==> config.mk <==
export PLATFORM = sky130hd
export DESIGN_NAME = picc_tx_arbiter
export DESIGN_NICKNAME = d
export VERILOG_FILES = /design/src/rtl/picc_tx_arbiter.sv
export SDC_FILE = /design/constraint.sdc
export NUM_CORES = 1
export LEC_CHECK = 0
export ABC_CLOCK_PERIOD_IN_PS = 3900
export CORE_AREA = 2 2 106 108
export CTS_CLUSTER_SIZE = 16
export DETAILED_ROUTE_END_ITERATION = 12
export DIE_AREA = 0 0 108 110
export PLACE_DENSITY = 0.91
export SLEW_MARGIN = 30
export SYNTH_ARGS = -nofsm -noshare
export SYNTH_HDL_FRONTEND = slang
export SYNTH_SLANG_ARGS = --single-unit
==> constraint.sdc <==
create_clock -name clk_in -period 3.9 [get_ports clk_in]
set_clock_uncertainty 0.05 [all_clocks]
set_input_delay 0.78 -clock clk_in [delete_from_list [all_inputs] [get_ports clk_in]]
set_output_delay 0.78 -clock clk_in [all_outputs]
set_load 0.02 [all_outputs]
==> src/rtl/picc_tx_arbiter.sv <==
// Round-robin arbiter sharing one PICC-to-PCD encoder between REQ_COUNT requesters.
// Optional start timeout in WAIT_BUSY is enabled by defining PICC_TX_TIMEOUT_EN.
module picc_tx_arbiter #(
  parameter int unsigned REQ_COUNT     = 4,
  parameter int unsigned GUARD_CYCLES  = 16,
  parameter int unsigned START_TIMEOUT = 64
) (
  input  logic                    clk_in,
  input  logic                    rst_in,
  input  logic [REQ_COUNT-1:0]    req_valid_in,
  input  logic [40*REQ_COUNT-1:0] req_data_in,
  input  logic [3*REQ_COUNT-1:0]  req_bytes_in,
  output logic [REQ_COUNT-1:0]    req_ready_out,
  output logic [REQ_COUNT-1:0]    done_out,
  output logic                    err_out,
  output logic [39:0]             tx_data_out,
  output logic [2:0]              tx_num_bytes_out,
  output logic                    tx_trigger_out,
  input  logic                    tx_busy_in,
  output logic                    arb_busy_out
);

  localparam int unsigned IW   = (REQ_COUNT > 1) ? $clog2(REQ_COUNT) : 1;
  localparam int unsigned CMAX = (GUARD_CYCLES > START_TIMEOUT) ? GUARD_CYCLES : START_TIMEOUT;
  localparam int unsigned CW   = (CMAX > 1) ? $clog2(CMAX + 1) : 1;

  typedef enum logic [1:0] {IDLE, WAIT_BUSY, WAIT_DONE, GUARD} state_t;

  state_t                 state_q, state_d;
  logic [IW-1:0]          ptr_q, ptr_d;
  logic [IW-1:0]          win_q, win_d;
  logic [CW-1:0]          cnt_q, cnt_d;
  logic [39:0]            tx_data_q, tx_data_d;
  logic [2:0]             tx_bytes_q, tx_bytes_d;
  logic [REQ_COUNT-1:0]   ready_q, ready_d;
  logic [REQ_COUNT-1:0]   done_q, done_d;
  logic                   err_q, err_d;
  logic                   trig_q, trig_d;

  logic                   found;
  logic [IW-1:0]          pick;
  logic [IW-1:0]          sel;
  logic [2:0]             pick_bytes;
  logic [39:0]            pick_data;

  always_comb begin
    state_d    = state_q;
    ptr_d      = ptr_q;
    win_d      = win_q;
    cnt_d      = cnt_q;
    tx_data_d  = tx_data_q;
    tx_bytes_d = tx_bytes_q;
    ready_d    = '0;
    done_d     = '0;
    err_d      = 1'b0;
    trig_d     = 1'b0;
    found      = 1'b0;
    pick       = '0;
    sel        = '0;

    for (int unsigned k = 0; k < REQ_COUNT; k++) begin
      sel = IW'((32'(ptr_q) + k) % REQ_COUNT);
      if (!found && req_valid_in[sel]) begin
        found = 1'b1;
        pick  = sel;
      end
    end
    pick_bytes = 3'(req_bytes_in >> (32'(pick) * 3));
    pick_data  = 40'(req_data_in >> (32'(pick) * 40));

    unique case (state_q)
      IDLE: begin
        // The ready cycle blocks a new accept: the granted requester still shows valid at the next edge.
        if (found && (ready_q == '0)) begin
          ready_d[pick] = 1'b1;
          ptr_d         = (32'(pick) == REQ_COUNT - 1) ? '0 : pick + 1'b1;
          if ((pick_bytes == 3'd0) || (pick_bytes > 3'd5)) begin
            err_d = 1'b1;
          end else begin
            trig_d     = 1'b1;
            tx_data_d  = pick_data;
            tx_bytes_d = pick_bytes;
            win_d      = pick;
            cnt_d      = '0;
            state_d    = WAIT_BUSY;
          end
        end
      end
      WAIT_BUSY: begin
        if (tx_busy_in) begin
          state_d = WAIT_DONE;
`ifdef PICC_TX_TIMEOUT_EN
        end else if (cnt_q == CW'(START_TIMEOUT - 1)) begin
          err_d = 1'b1;
          if (GUARD_CYCLES == 0) begin
            state_d = IDLE;
          end else begin
            state_d = GUARD;
            cnt_d   = CW'(GUARD_CYCLES - 1);
          end
        end else begin
          cnt_d = cnt_q + 1'b1;
`endif
        end
      end
      WAIT_DONE: begin
        if (!tx_busy_in) begin
          done_d[win_q] = 1'b1;
          if (GUARD_CYCLES == 0) begin
            state_d = IDLE;
          end else begin
            state_d = GUARD;
            cnt_d   = CW'(GUARD_CYCLES - 1);
          end
        end
      end
      GUARD: begin
        if (cnt_q == '0) state_d = IDLE;
        else             cnt_d   = cnt_q - 1'b1;
      end
      default: state_d = IDLE;
    endcase
  end

  always_ff @(posedge clk_in or posedge rst_in) begin
    if (rst_in) begin
      state_q    <= IDLE;
      ptr_q      <= '0;
      win_q      <= '0;
      cnt_q      <= '0;
      tx_data_q  <= '0;
      tx_bytes_q <= '0;
      ready_q    <= '0;
      done_q     <= '0;
      err_q      <= 1'b0;
      trig_q     <= 1'b0;
    end else begin
      state_q    <= state_d;
      ptr_q      <= ptr_d;
      win_q      <= win_d;
      cnt_q      <= cnt_d;
      tx_data_q  <= tx_data_d;
      tx_bytes_q <= tx_bytes_d;
      ready_q    <= ready_d;
      done_q     <= done_d;
      err_q      <= err_d;
      trig_q     <= trig_d;
    end
  end

  assign req_ready_out    = ready_q;
  assign done_out         = done_q;
  assign err_out          = err_q;
  assign tx_data_out      = tx_data_q;
  assign tx_num_bytes_out = tx_bytes_q;
  assign tx_trigger_out   = trig_q;
  assign arb_busy_out     = (state_q != IDLE);

endmodule

# Word-level counts from Yosys, hierarchy flattened
# Index checks and enable logic that the tools add are counted.
[totals] ff_bits=66 out_inout_bits=54 word_cells=101
[op_classes] n_addsub=5 n_mul=2 magnitude_cmp=9 n_eq_ne=10 n_shift=2 mux=42 bitwise=1 n_reduce_logical=20
[ops] operator="$shr 160x8->40" n=1
[ops] operator="$mux 7" n=4
[ops] operator="$pmux 7 s3" n=1
[ops] operator="$mux 2" n=10
[ops] operator="$lt 2x3->1 const B" n=6
[ops] operator="$mux 1" n=16
[ops] operator="$mux 4" n=4
[ops] operator="$ne 2x2->1 const B" n=6
[ops] operator="$shr 12x4->3" n=1
[ops] operator="$reduce_and 5->1" n=2
[ops] operator="$bmux 1 s2" n=4
[ops] operator="$pmux 2 s4" n=1
[ops] operator="$logic_not 7->1" n=1
[ops] operator="$sub 7x1->7 const B" n=1
[ops] operator="$eq 2x2->1 const B" n=3
[ops] operator="$logic_and 1x1->1" n=6
[ops] operator="$mul 2x3->5 const B" n=1
[ops] operator="$add 2x1->2 const B" n=2
[ops] operator="$add 2x2->2 const B" n=2
[ops] operator="$demux 1 s2" n=2
[ops] operator="$ge 2x1->1 const B" n=2
[ops] operator="$logic_not 4->1" n=1
[ops] operator="$mul 2x2->4 const B" n=1
[ops] operator="$gt 3x3->1 const B" n=1
[ops] operator="other kinds (10)" n=12

# Longest topological paths before layout
# Gate-level depths: netlist of run 1.
[depth] ltp_word=19 mapped_depth=11

# Least setup slack after synthesis of run 1
# OpenSTA, ideal clock, no wires.
[synth_path] path_kind="input-to-reg" start="input port req_valid_in[2]" end="register cnt_q[5]" setup_ns=0.133 t_arrival_ns=2.783 slack_ns=0.934 path_stages=10 cell_sequence="nor2b_1 -> a21o_1 -> a211oi_2 -> inv_2 -> mux2i_1 -> mux2_4 -> mux2i_2 -> buf_2 -> a21o_1 -> o211ai_1"
[synth_between] elab_chain_len=18
[synth_rtl] element="start: declaration" line_no="10" rtl="input logic [REQ_COUNT-1:0] req_valid_in,"
[synth_rtl] element="$bmux 1 s2" line_no="63" rtl="if (!found && req_valid_in[sel]) begin"
[synth_rtl] element="$mux 1 (implied by the code)" line_no="63"
[synth_rtl] element="$mux 1" line_no="63"
[synth_rtl] element="$logic_not 1->1" line_no="63"
[synth_rtl] element="$logic_and 1x1->1" line_no="63"
[synth_rtl] element="$mux 1" line_no="63"
[synth_rtl] element="$logic_not 1->1" line_no="63"
[synth_rtl] element="$logic_and 1x1->1" line_no="63"
[synth_rtl] element="(+2 left out)"
[synth_rtl] element="$logic_and 1x1->1" line_no="63"
[synth_rtl] element="$mux 2" line_no="63"
[synth_rtl] element="$mul 2x2->4" line_no="68" rtl="pick_bytes = 3'(req_bytes_in >> (32'(pick) * 3));"
[synth_rtl] element="$shr 12x4->3" line_no="68"
[synth_rtl] element="$gt 3x3->1 or $logic_not 3->1 (tied branches)" line_no="77" rtl="if ((pick_bytes == 3'd0) || (pick_bytes > 3'd5)) begin"
[synth_rtl] element="$logic_or 1x1->1" line_no="77"
[synth_rtl] element="$ne 2x2->1 (no source line)"
[synth_rtl] element="$reduce_and 5->1 (no source line) *"
[synth_rtl] element="end signal: assignment" line_no="141" rtl="cnt_q <= cnt_d;"
[synth_rtl] element="end: declaration" line_no="32" rtl="logic [CW-1:0] cnt_q, cnt_d;"
# Every way passes the cells marked *; elsewhere a longest branch is shown, timed or not. The select of a mux whose other input is x is not followed.
# A chain may end at the register's enable or synchronous reset.

# Worst setup path after layout of run 1
[layout_path] start="input port req_valid_in[2]" end="register tx_data_q[15], in the netlist tx_data_out[15]"
[layout_between] elab_chain_len=18
[layout_rtl] element="$bmux 1 s2" line_no="63"
[layout_rtl] element="$mux 1 (implied by the code)" line_no="63"
[layout_rtl] element="$mux 1" line_no="63"
[layout_rtl] element="$logic_not 1->1" line_no="63"
[layout_rtl] element="$logic_and 1x1->1" line_no="63"
[layout_rtl] element="$mux 1" line_no="63"
[layout_rtl] element="$logic_not 1->1" line_no="63"
[layout_rtl] element="$logic_and 1x1->1" line_no="63"
[layout_rtl] element="(+2 left out)"
[layout_rtl] element="$logic_and 1x1->1" line_no="63"
[layout_rtl] element="$mux 2" line_no="63"
[layout_rtl] element="$mul 2x2->4" line_no="68"
[layout_rtl] element="$shr 12x4->3" line_no="68"
[layout_rtl] element="$gt 3x3->1 or $logic_not 3->1 (tied branches)" line_no="77"
[layout_rtl] element="$logic_or 1x1->1" line_no="77"
[layout_rtl] element="$not 1->1 (no source line)"
[layout_rtl] element="$reduce_and 3->1 (no source line)"
[layout_rtl] element="end signal: assignment" line_no="142" rtl="tx_data_q <= tx_data_d;"
[layout_rtl] element="end: declaration" line_no="33" rtl="logic [39:0] tx_data_q, tx_data_d;"
# Parallel ways exist; a longest one is shown, timed or not. The select of a mux whose other input is x is not followed.

==> metrics.md, run 1 <==
| Metric | Value |
|---|---|
| Switching power | `2685 uW` |
| Vias in the first global route | `5516` |
| Share of the synthesized area in the top cell type | `0.3593` |
| DIE WIDTH | `108 um` |
| Sequential-to-total area share from yosys stat | `0.3593` |
| Congestion Overflow GR | `0` |
| # diodes | `0` |
| Final count of hold timing violations | `0` |
| Antenna-violating nets left | `0` |
| Most common flop cell mapped by yosys | `dfrtp_1` |
| First-pass GRT wire length | `27050 um` |
| Max Cap Viol | `0` |
| XOR/XNOR Fraction of Synth Area | `0` |
| Root Buffer | `clkbuf_8` |
| Post-synthesis adder-cell area fraction | `0.02722` |
| Mux share of post-synthesis cell area | `0.01987` |
| Post-Synthesis Cell Area | `4597 um2` |
| Yosys reg bits | `66` |
| Sw frac | `0.4927` |
| Post-synth ARST share | `1.000` |
| Synthesis Warnings | `0` |
| DP Wirelength | `12370 um` |
| Net Count, Synth | `822` |
| Largest family of logic cells by synthesized area | `simple AND/OR/NAND/NOR gates` |
| Initial Utilization | `0.4297` |
| Clock-pin slew on the worst setup and hold paths | `70 ps` |
| Crit path required time | `4040 ps` |
| Count leader, synth | `nand2_1` |
| Core area | `10700 um2` |
| Finish-stage setup viols | `0` |
| Clock Latency Late Sink | `340 ps` |
| Worst path cell trace | `clkdlybuf4s50_1 > nor2b_1 > a311oi_2 > or2_2 > a211oi_1 > or2_1 > a31o_1 > or2_1 > o21ai_1` |
| PwrDens | `747.8 nW/um2` |
| Critical Path Start Type | `input port` |
| Worst Path Arrival | `3700 ps` |
| Slew @ Worst Pin | `891.6 ps` |
| Clock Power Share | `0.110` |
| CTS tree | `built` |
| Pint | `2765 uW` |
| Post-CTS Setup Bufs | `0` |
| Final worst path period share | `0.9127` |
| Layout cell share with drive strength beyond 1 | `0.05882` |
| Logic pwr share | `0.663` |
| Met3 GRT Util | `0.04468` |
| Number of synthesized flops with an enable pin | `0` |
| Max Root-Sink Buffers | `2` |
| DRT Pass-1 Iters | `5` |
| WL/cell | `17.26 um` |
| Cells after DPL | `974` |
| RSZ-0062 raised after global routing | `no` |
| Post-route setup TNS | `0 ps` |
| FP Rows | `38` |
| CTS buffer count | `9` |
| DRT iter0 DRCs | `344` |
| Peak supply drop | `0.0005115 V` |
| Antenna violations before repair | `0` |
| Status | `finished clean` |
| M1 GR Usage | `0.3661` |
| Max-slew violations | `0` |
| Routability congestion estimate | `0.8597` |
| Clock Sinks | `66` |
| Leak | `0.003072 uW` |
| Synth area leaders | `dfrtp_1 36%, nand2_1 19%, a211o_1 5.0%` |
| Register share of total power | `0.227` |
| Post-synthesis simple-gate area fraction | `0.3111` |
| Met2 global-route usage | `0.4879` |
| Max frequency | `280.9 MHz` |
| Post-synth cell types | `48` |
| Mapped Cells | `633` |
| Crit path largest cell delay | `570 ps` |
| Vias | `5655` |
| Syn avg cell area | `7.262 um2` |
| Area delta synth->final | `58.55%` |
| Minimum clock period | `3559 ps` |
| Post-CTS sizing | `0` |
| Worst Setup Path Type | `input port to flop` |
| NumNets Final | `1034` |
| Yosys top cell by area | `dfrtp_1` |
| Most Crowded Layer GR | `met2` |
| Largest net degree at the start of global routing | `69` |
| WP buf/inv | `1` |
| Drc violations | `0` |
| Port Buffers | `232` |
| Die Y | `110 um` |
| Final Non-Filler Cells | `990` |
| Worst hold path class | `flop to flop` |
| Top Family by Delay on Critical Path | `simple AND/OR/NAND/NOR gates` |
| Maximum fanout along the worst path | `20` |
| Most frequent cells after synthesis | `237 x nand2_1, 66 x dfrtp_1, 36 x clkbuf_1` |
| Max_slew headroom | `0.4050` |
| Die ar. | `11880 um2` |
| Post-synthesis compound-gate area fraction | `0.2224` |
| Crit. End Element | `flop` |
| Final WL | `17090 um` |
| Htree depth | `3` |
| Io pins | `233` |
| Crit-path slowest cell | `or2_1` |
| FILL cells | `875` |
| Via density | `5.712` |
| Cell repeated most along the worst path | `or2_1` |
| Gr usage total | `0.2894` |
| Cts hold-fix bufs | `0` |
==> registers in the layout, summed over array words and instances (netlist names), 2 cells and up <==
| register | cells |
|---|---|
| tx_data_out | 40 |
| req_ready_out | 4 |
| win_q | 2 |
| state_q | 2 |
| tx_num_bytes_out | 3 |
| done_out | 4 |
| ptr_q | 2 |
| cnt_q | 7 |
==> metal layers <==
layer / share of wire / up-vias
li1: - / 2642
met1: 0.40 / 2675
met2: 0.49 / 288
met3: 0.070 / 50
met4: 0.034 / 0
met5: 0 / -
==> power by group through the flow <==
stage	Combinational, uW	Clock [uW]	Sequential (uW)
CTS	3580	607	1230
global placement	3490	0	1230
global route	3940	642	1270
finish	3620	600	1240
floorplan	1910	0	1490
detailed placement	3580	0	1230
==> cell families (layout without fill, tap and decap cells) <==
| group | Yosys count | count (layout) |
|---|---|---|
| buf+inv | 71 | 288 |
| flops | 66 | 66 |
| fa+ha+maj | 10 | 10 |
| compound gates | 147 | 147 |
| simple gates | 331 | 331 |
| mux | 8 | 8 |
==> per-stage QoR <==
stage	utilization	power [uW]	area, um2	setup WS [ps]	hold slack (ps)
floorplan	-	3401	4597	934.0	370.7
global placement	0.6619	4717	7081	216.5	402.0
detailed placement	0.6621	4808	7083	66.43	404.7
CTS	0.6813	5418	7288	407.1	414.6
global route	0.6813	5848	7288	186.2	445.6
finish	0.6813	5450	7288	340.6	416.1
==> layout by cell type, fill, tap and decap left out, types with 5 or more instances in the layout <==
cell / synthesis / layout
a21oi_1: 32 / 32
dfrtp_1: 66 / 66
nand4_1: 27 / 27
inv_1: 19 / 18
clkbuf_8: 0 / 11
nor2_1: 8 / 5
ha_1: 10 / 10
o21ai_0: 21 / 21
a211o_1: 26 / 26
nand3_1: 33 / 33
buf_4: 0 / 18
a32oi_1: 25 / 25
clkdlybuf4s50_1: 0 / 232
o21ai_1: 18 / 18
nand2_1: 237 / 237
==> layout make-up <==
cell class	instances	area (um2)	area share
Multi-Input combinational cell	496	2698	0.3701
Timing Repair Buffer	251	2477	0.3399
Sequential cell	66	1652	0.2266
Clock buffer	12	155.1	0.02129
Tap cell	140	175.2	0.02403
Inverter	21	81.33	0.01116
Clock inverter	4	50.05	0.006867
==> final timing paths <==
kind                       depth (start not counted)  slack (ps)              end             from
max                                                9         340  tx_data_out[15]  req_valid_in[2]
min                                                1         420      done_out[0]         win_q[1]
max reg2reg                                        8         950  tx_data_out[15]         ptr_q[0]
min reg2reg                                        1         420      done_out[0]         win_q[1]
max in group asynchronous                          3        2290  tx_data_out[17]           rst_in
min in group asynchronous                          2         800  tx_data_out[10]           rst_in
No activity file was read; power rests on OpenSTA's default activity.
==> run 2: changes to the inputs <==
--- a/config.mk
+++ b/config.mk
@@ -10,6 +10,7 @@
 export CTS_CLUSTER_SIZE = 16
 export DETAILED_ROUTE_END_ITERATION = 12
 export DIE_AREA = 0 0 108 110
+export GPL_ROUTABILITY_DRIVEN = 0
 export PLACE_DENSITY = 0.91
 export SLEW_MARGIN = 30
 export SYNTH_ARGS = -nofsm -noshare
==> results of run 2 <==
Final layout, timing and power as in run 1 (identical DEF).
